File: src/rtl/tube_scroller.sv
// tube_scroller: horizontally scrolling obstacle ("tube") generator.
// Each of N_TUBES channels carries an 11-bit left-edge position px and an 8-bit
// opening offset gap. While running, every tick moves all tubes left by
// `speed` pixels; a tube that would move past column 0 is recycled one full
// pitch (N_TUBES*SPACING) to the right and gets a fresh opening from the LFSR.
//
// Ports:
//   clk, rst_n             clock, asynchronous active-low reset
//   tick                   one-cycle frame strobe, one motion step per pulse
//   start, stop, clear     one-cycle commands (priority clear > stop > start)
//   speed[2:0]             pixels moved per tick
//   tube_x1/x2/y1/y2       per-tube rectangle, channel i in bits [10i+9:10i]
//   tube_en                per-tube visible flag
//   spawn, pass            one-cycle event pulses (recycle / bird passed)
//   state[1:0]             00 IDLE, 01 RUN, 10 PAUSE
//
// state | meaning
// IDLE  | tubes parked at their start layout, nothing drawn
// RUN   | tubes move on every tick
// PAUSE | positions frozen, drawing continues
module tube_scroller #(
    parameter int         N_TUBES   = 3,
    parameter int         SCR_W     = 800,
    parameter int         TUBE_W    = 100,
    parameter int         GAP_H     = 100,
    parameter int         SPACING   = 300,
    parameter int         BIRD_X    = 200,
    parameter int         Y_MIN     = 40,
    parameter logic [9:0] LFSR_SEED = 10'h2A5
) (
    input  logic                    clk,
    input  logic                    rst_n,
    input  logic                    tick,
    input  logic                    start,
    input  logic                    stop,
    input  logic                    clear,
    input  logic [2:0]              speed,
    output logic [10*N_TUBES-1:0]   tube_x1,
    output logic [10*N_TUBES-1:0]   tube_x2,
    output logic [10*N_TUBES-1:0]   tube_y1,
    output logic [10*N_TUBES-1:0]   tube_y2,
    output logic [N_TUBES-1:0]      tube_en,
    output logic                    spawn,
    output logic                    pass,
    output logic [1:0]              state
);

    typedef enum logic [1:0] {
        IDLE  = 2'b00,
        RUN   = 2'b01,
        PAUSE = 2'b10
    } state_t;

    localparam logic [10:0] PITCH   = 11'(N_TUBES * SPACING);
    localparam logic [10:0] LAST_X  = 11'(SCR_W - 1);
    localparam logic [11:0] LAST_12 = 12'(SCR_W - 1);
    localparam logic [11:0] TW_12   = 12'(TUBE_W);
    localparam logic [11:0] BX_12   = 12'(BIRD_X);
    localparam logic [9:0]  YMIN_10 = 10'(Y_MIN);
    localparam logic [9:0]  GAPH_10 = 10'(GAP_H);

    function automatic logic [10:0] home(input int i);
        return 11'(SCR_W + i * SPACING);
    endfunction

    function automatic logic [7:0] rotl8(input logic [7:0] v, input int n);
        logic [15:0] d;
        d = {v, v} << (n % 8);
        return d[15:8];
    endfunction

    state_t               st, st_nxt;
    logic [10:0]          px      [N_TUBES];
    logic [10:0]          px_nxt  [N_TUBES];
    logic [7:0]           gap     [N_TUBES];
    logic [7:0]           gap_nxt [N_TUBES];
    logic [9:0]           lfsr;
    logic                 move;
    logic                 spawn_nxt, pass_nxt;
    logic [11:0]          edge_old, edge_new;
    logic [9:0]           y1_tmp;
    logic [N_TUBES-1:0]   en_nxt;
    logic [10*N_TUBES-1:0] x1_nxt, x2_nxt, y1_nxt, y2_nxt;

    always_comb begin
        st_nxt    = st;
        move      = 1'b0;
        spawn_nxt = 1'b0;
        pass_nxt  = 1'b0;
        edge_old  = '0;
        edge_new  = '0;
        y1_tmp    = '0;
        en_nxt    = '0;
        x1_nxt    = '0;
        x2_nxt    = '0;
        y1_nxt    = '0;
        y2_nxt    = '0;
        for (int i = 0; i < N_TUBES; i++) begin
            px_nxt[i]  = px[i];
            gap_nxt[i] = gap[i];
        end

        if (clear) begin
            st_nxt = IDLE;
            for (int i = 0; i < N_TUBES; i++) px_nxt[i] = home(i);
        end else begin
            case (st)
                RUN: begin
                    // A leaving command wins over a simultaneous tick.
                    if (stop) st_nxt = PAUSE;
                    else      move   = tick;
                end
                PAUSE: if (start) st_nxt = RUN;
                default: begin
                    if (start) begin
                        st_nxt = RUN;
                        for (int i = 0; i < N_TUBES; i++) begin
                            px_nxt[i]  = home(i);
                            gap_nxt[i] = rotl8(lfsr[7:0], i);
                        end
                    end
                end
            endcase
        end

        if (move) begin
            for (int i = 0; i < N_TUBES; i++) begin
                if (px[i] < {8'b0, speed}) begin
                    // 11-bit wraparound of px-speed is undone by adding the pitch.
                    px_nxt[i]  = px[i] - {8'b0, speed} + PITCH;
                    gap_nxt[i] = lfsr[7:0];
                    spawn_nxt  = 1'b1;
                end else begin
                    px_nxt[i] = px[i] - {8'b0, speed};
                    edge_old  = {1'b0, px[i]} + TW_12;
                    edge_new  = {1'b0, px_nxt[i]} + TW_12;
                    if (edge_old >= BX_12 && edge_new < BX_12) pass_nxt = 1'b1;
                end
            end
        end

        // Output image is built from the next-state values so it lands one cycle after the edge.
        for (int i = 0; i < N_TUBES; i++) begin
            if (st_nxt != IDLE && px_nxt[i] <= LAST_X) begin
                en_nxt[i]          = 1'b1;
                edge_new           = {1'b0, px_nxt[i]} + TW_12;
                x1_nxt[10*i +: 10] = px_nxt[i][9:0];
                x2_nxt[10*i +: 10] = (edge_new > LAST_12) ? LAST_12[9:0] : edge_new[9:0];
                y1_tmp             = YMIN_10 + {2'b0, gap_nxt[i]};
                y1_nxt[10*i +: 10] = y1_tmp;
                y2_nxt[10*i +: 10] = y1_tmp + GAPH_10;
            end
        end
    end

    always_ff @(posedge clk or negedge rst_n) begin
        if (!rst_n) begin
            st      <= IDLE;
            lfsr    <= LFSR_SEED;
            for (int i = 0; i < N_TUBES; i++) begin
                px[i]  <= home(i);
                gap[i] <= '0;
            end
            tube_x1 <= '0;
            tube_x2 <= '0;
            tube_y1 <= '0;
            tube_y2 <= '0;
            tube_en <= '0;
            spawn   <= 1'b0;
            pass    <= 1'b0;
        end else begin
            st      <= st_nxt;
            lfsr    <= {lfsr[8:0], lfsr[9] ^ lfsr[6]};
            for (int i = 0; i < N_TUBES; i++) begin
                px[i]  <= px_nxt[i];
                gap[i] <= gap_nxt[i];
            end
            tube_x1 <= x1_nxt;
            tube_x2 <= x2_nxt;
            tube_y1 <= y1_nxt;
            tube_y2 <= y2_nxt;
            tube_en <= en_nxt;
            spawn   <= spawn_nxt;
            pass    <= pass_nxt;
        end
    end

    assign state = st;

endmodule

File: config.mk
export PLATFORM = sky130hd
export DESIGN_NAME = tube_scroller
export DESIGN_NICKNAME = d
export VERILOG_FILES = /design/src/rtl/tube_scroller.sv
export SDC_FILE = /design/constraint.sdc
export NUM_CORES = 1
export LEC_CHECK = 0
export ABC_CLOCK_PERIOD_IN_PS = 4360
export BUFFER_PORTS_ARGS = -buffer_cell sky130_fd_sc_hd__buf_2
export CELL_PAD_IN_SITES_DETAIL_PLACEMENT = 1
export CELL_PAD_IN_SITES_GLOBAL_PLACEMENT = 2
export CORE_MARGIN = 8
export CORE_UTILIZATION = 34
export CTS_BUF_LIST = sky130_fd_sc_hd__clkbuf_4
export DETAILED_ROUTE_END_ITERATION = 12
export PLACE_DENSITY_LB_ADDON = 0.1
export SETUP_SLACK_MARGIN = 0.1
export SLEW_MARGIN = 30
export SYNTH_ARGS = -nofsm -noshare
export SYNTH_HDL_FRONTEND = slang
export SYNTH_SLANG_ARGS = --single-unit
File: constraint.sdc
create_clock -name clk -period 4.36 [get_ports clk]
set_input_delay 0.654 -clock clk [delete_from_list [all_inputs] [get_ports clk]]
set_output_delay 0.654 -clock clk [all_outputs]
set_load 0.02 [all_outputs]
==> run metrics, run 1 <==
FF/Latch Area=4650 um^2; Routed WL per cell=19.3 um; launch point of the worst path=px[22]$_DFF_PN0_; Total GRT Usage=0.180; DR pass1 iterations=4; worst path cell trace=inv_1 -> ha_1 -> fa_2 -> xor2_2 -> inv_1 -> ha_1 -> nor2_1 -> a2111o_1 -> and3_4 -> inv_4 -> ha_4 -> nand2b_1 -> nor4_1 -> o31ai_1 -> o311a_1 -> o21ai_2 -> nor4b_4 -> a22oi_2 -> nor4b_4 -> a21oi_1; Final ANT Viol Nets=0; Top Family by Delay on Critical Path=simple AND/OR/NAND/NOR gates; CP Launch Type=flop; Die Ht=193 um; RSZ-0062 raised after global routing=no; worst endpoint required time=4880 ps; Power Density=269 nW/um^2; starting density of the core=0.343; FF+latch count, synth=185; Buf/Inv on CP=3; clock tree root buffer cell=clkbuf_4; critical path peak fanout=5; post-route minimum period=4040 ps; Util after Layout=0.403; Worst Setup EP=tube_x2[3]$_DFF_PN0_; num ports=136; fill count=3710; # hold bufs at CTS=0; worst vdd ir=0.187 mV; vias=8943; WL final=33300 um; placement row count=65; delay of the slowest critical-path stage=440 ps; Layout Nets=1355; Main synth FF type=dfrtp_1; IO Port Bufs=132; most common cell after layout, fill and taps aside=dfrtp_1; CTS buffer count=17; worst skew pair latency=660 ps; fin. max-slew vios=0; FF-to-FF path depth=20; hold crit path type=in -> async; Die Area=37400 um^2; Vias/cell=5.18; period utilisation layout=0.928; Rel. slew slack=0.462; RR Endpoint=tube_x2[3]$_DFF_PN0_; most frequent cells in the layout=dfrtp_1, buf_2, nor2_1; Yosys cell types=100; CP Capture Type=flop; area occupied by multi-input gates=5470 um^2; CTS tree=done; Die W=193 um; slowest CP cell=dfrtp_1; leakage=0.00613 uW; final setup fails=0; Core ar.=31200 um^2; sequential fraction of the synthesis area=0.435; Layout Skew=36.1 ps; post-synthesis instance total=1129; Max-Cap Viols=0; hpwl dp=25200 um; Hold Fails Final Rpt=0; Crit Path Category=reg -> reg; R2R Path Start=px[22]$_DFF_PN0_; Synth Cell Area=10700 um^2; vias in the first global route=9621; initial antenna violation count=1; clock tree buffer depth=2; GRT overflow=0; r2r setup slk=320 ps; H-Tree Depth=4; Clock transition at path regs=200 ps; synth warn=0; first-pass GRT wire length=54100 um; worst slew pin tran=807 ps; CP Depth=20; Syn Area/Cell=9.47 um^2; f_max=247 MHz; clk sinks=185; Syn-to-layout area delta=17.8%; asr flop ratio synth=1.00; Iter 0 DRT Violations=395; Post-synth EDFFs=0; largest net degree at the start of global routing=92; status=finished clean; share of cells above drive strength 1=0.264; Pwr Total=3380 uW; Worst Path Arrival=4560 ps; drt drc=0; Placer Congestion=0.860
synth_stat cells (15+ instances only):
library cell | number | area (um^2)
and2_1 | 22 | 138
dfrtp_1 | 167 | 4180
nor2_1 | 130 | 488
ha_1 | 34 | 425
o31ai_1 | 15 | 113
buf_2 | 15 | 75.1
nor2b_1 | 16 | 100
dfstp_2 | 18 | 473
a31oi_1 | 28 | 175
clkbuf_1 | 17 | 63.8
a21oi_1 | 70 | 350
inv_1 | 62 | 233
nand2_1 | 99 | 372
nor3_1 | 23 | 115
buf_4 | 20 | 150
nand3_1 | 26 | 130
xnor2_1 | 42 | 368
xor2_1 | 21 | 184
o21ai_0 | 35 | 175
layer usage:
metal | vias up | GRT usage | routed length, um | part of all wire
met5 | - | 0 | 0 | 0
met4 | 0 | 0.0641 | 751 | 0.023
met3 | 33 | 0.0286 | 936 | 0.028
met2 | 113 | 0.290 | 15600 | 0.47
met1 | 4450 | 0.241 | 16000 | 0.48
li1 | 4347 | - | - | -
flip-flops by register name, indices dropped and copies added, names as in the netlist:
name     cells
tube_x2     30
tube_y2     30
tube_x1     30
lfsr        10
gap         24
pass         1
spawn        1
px          33
tube_en      3
tube_y1     21
state        2
metrics by stage:
stage / hold WS, ps / cell area [um^2] / instances / worst slack [ps] / setup TNS [ps]
detailed placement: 338 / 12200 / 1690 / -132 / -1420
global placement: 337 / 12200 / 1690 / -22.0 / -149
floorplan: 333 / 10800 / 1131 / 53.2 / 0
global route: 89.0 / 12600 / 1725 / 108 / 0
CTS: 43.4 / 12600 / 1722 / 170 / 0
finish: 67.6 / 12600 / 1725 / 316 / 0
worst min path at each step:
| stage | from | end | slack, ps |
|---|---|---|---|
| 2_1_floorplan | lfsr[8]$_DFF_PN0_ | lfsr[9]$_DFF_PN1_ | 330 |
| 3_3_place_gp | lfsr[8]$_DFF_PN0_ | lfsr[9]$_DFF_PN1_ | 340 |
| 3_5_place_dp | lfsr[8]$_DFF_PN0_ | lfsr[9]$_DFF_PN1_ | 340 |
| 4_1_cts | rst_n | px[1]$_DFF_PN0_ | 40 |
| 5_1_grt | rst_n | tube_y1[4]$_DFF_PN0_ | 90 |
| 6_report | rst_n | px[1]$_DFF_PN0_ | 70 |
logic make-up (layout without fill, tap and decap cells):
| logic type | Yosys count | after routing | synth area share |
|---|---|---|---|
| other | 1 | 4 | 0.000351 |
| buffers and inverters | 128 | 319 | 0.0604 |
| AOI/OAI and AO/OA | 277 | 277 | 0.180 |
| xor gates and xnor gates | 63 | 63 | 0.0516 |
| muxes | 20 | 20 | 0.0205 |
| and+or+nand+nor | 418 | 418 | 0.207 |
| adders and majority gates | 37 | 37 | 0.0454 |
| DFF | 185 | 185 | 0.435 |
area by class of cell:
class,count,area share
repair buffers,219,0.108
well taps,402,0.0399
clock buffers,18,0.0107
inverters,68,0.0207
diodes,1,0.000199
multi-input cells,818,0.435
flip-flops and latches,185,0.369
clock inverters,14,0.0168
what timing repair did:
| item | CTS | global route |
|---|---|---|
| setup endpoints to repair | 0 | 23 |
| buffers inserted | 0 | 2 |
| resized for setup | 0 | 5 |
power breakdown:
group          total (uW)  leakage [uW]  internal (uW)  switching, uW
combinational         454       0.00344            161            293
sequential           1770       0.00251           1740           24.4
clock                1160      0.000179            478            684
total                3380       0.00613           2380           1000
Note: power is estimated with default switching activity, not from simulation.
==> run 2, diff against run 1 <==
==> constraint.sdc (replaced) <==
create_clock -name clk -period 4.36 [get_ports clk]
set_input_delay 0.872 -clock clk [delete_from_list [all_inputs] [get_ports clk]]
set_output_delay 0.872 -clock clk [all_outputs]
set_load 0.02 [all_outputs]
==> run 2 against run 1 <==
Non-clock buffer count grew 44. Critical path depth fell by 2. Clock skew decreased by 2.2 ps. Clock power is 14% lower. Clock-buffer cell count fell by 1. Core utilization is 0.97 points higher. Flip-flop and latch count stayed put. Sequential share of layout area decreased by 0.85 points. Combinational power rose by 6.4%. Power fell by 3.9%. Critical endpoint is now tube_x2[16]$_DFF_PN0_.
==> run metrics, run 2 (same netlist as run 1, synthesis figures left out) <==
GRT overflow=0; first-pass GRT wire length=56100 um; initial antenna violation count=1; Iter 0 DRT Violations=512; Layout Skew=33.9 ps; worst endpoint required time=4880 ps; worst vdd ir=0.146 mV; CTS tree=done; num ports=136; RSZ-0062 raised after global routing=no; Layout Nets=1399; hpwl dp=26000 um; slowest CP cell=fa_1; met1 usage=0.241; critical path peak fanout=8; CTS buffer count=17; most common cell after layout, fill and taps aside=dfrtp_1; clk sinks=185; GRT Max-Usage Layer=met2; vias=9204; share of cells above drive strength 1=0.288; max reg flops=33; Worst Path Arrival=4560 ps; Most flops, register=px; Finished Cell Area=12900 um^2; status=finished clean; placement row count=65; most frequent cells in the layout=dfrtp_1, buf_2, nor2_1; Core ar.=31200 um^2; CP Launch Type=input pin; Crit Path Category=in -> reg; worst path cell trace=buf_2 -> inv_1 -> buf_4 -> fa_1 -> xnor2_2 -> inv_1 -> ha_1 -> o31ai_4 -> inv_1 -> ha_1 -> and3_1 -> a211oi_2 -> nand3_1 -> a31o_1 -> o31a_1 -> nor4_4 -> buf_4 -> nor3b_2; period utilisation layout=0.925; worst slew pin tran=790 ps; Placer Congestion=0.838; Total GRT Usage=0.184; leakage=0.00631 uW; Max-Cap Viols=0; Die Area=37400 um^2; final setup fails=0; dpl cell area=12600 um^2; Vias/cell=5.20; H-Tree Depth=4; Die Ht=193 um; Hold Fails Final Rpt=0; IO Port Bufs=132; GR Util met2=0.312; Pwr Total=3250 uW; Clock transition at path regs=170 ps; r2r setup slk=340 ps; Die W=193 um; starting density of the core=0.343; Setup TNS Final=0 ps; DR pass1 iterations=4; f_max=248 MHz; clock tree root buffer cell=clkbuf_4; post-route minimum period=4030 ps; fin. max-slew vios=0; Rel. slew slack=0.467; clock tree buffer depth=2; delay of the slowest critical-path stage=490 ps; largest net degree at the start of global routing=67; most frequent CP cell=inv_1; worst skew pair latency=620 ps; WL final=34000 um; Power Density=252 nW/um^2; Routed WL per cell=19.2 um; CP Capture Type=flop; Syn-to-layout area delta=20.6%; hold crit path type=in -> async; Global Route met3 Usage=0.0311; FF-to-FF path depth=18; Final ANT Viol Nets=0; vias in the first global route=9984; drt drc=0
run 2: power by group:
part	total, uW	switching [uW]	internal (uW)
Clock	1000	695	306
Combinational	483	300	183
Sequential	1770	24.8	1740
Total	3250	1020	2230
run 2: routing by layer:
metal	vias to the layer above	wire length, um
met4	0	465
met1	4645	16100
met5	-	0
met2	117	16500
li1	4420	-
met3	22	939
run 2: final timing paths:
kind | endpoint | start
hold reg to reg | lfsr[9]$_DFF_PN1_ | lfsr[8]$_DFF_PN0_
hold / removal | tube_y2[17]$_DFF_PN0_ | rst_n
max in group asynchronous | gap[8]$_DFF_PN0_ | rst_n
setup / recovery | tube_x2[16]$_DFF_PN0_ | speed[1]
min in group clk | lfsr[9]$_DFF_PN1_ | lfsr[8]$_DFF_PN0_
setup reg to reg | tube_x2[16]$_DFF_PN0_ | px[11]$_DFF_PN0_
run 2: what timing repair did:
action                                  in CTS  in global routing
resized for setup                            0                  7
endpoints found under the setup margin       0                  9
buffers inserted                             0                  1
hold buffers                                 0                  0
run 2: per-stage QoR:
step / utilization / std cells / setup slack, ps / hold WS, ps
global placement: 0.403 / 1735 / -245 / 335
finish: 0.413 / 1770 / 327 / 254
floorplan: - / 1131 / -165 / 333
CTS: 0.412 / 1767 / 118 / 208
detailed placement: 0.403 / 1735 / -459 / 339
global route: 0.413 / 1770 / 99.0 / 238
run 2: area by class of cell:
| cell class | instances | area (um^2) |
|---|---|---|
| antenna | 2 | 5.00 |
| clock buffer | 17 | 128 |
| clock inverter | 15 | 155 |
| fill | 3694 | 18300 |
| inverter | 68 | 260 |
| multi-input combinational | 818 | 5480 |
| sequential | 185 | 4650 |
| tap | 402 | 503 |
| timing repair buffer | 263 | 1720 |
run 2: worst max-delay path, delay by kind of cell:
kind / cells / cell delay [ps]
AO/OA/AOI/OAI: 4 / 940
AND/OR/NAND/NOR: 4 / 760
buffers and inverters: 6 / 740
XOR/XNOR: 1 / 200
adder cells (fa/ha/maj): 3 / 1030
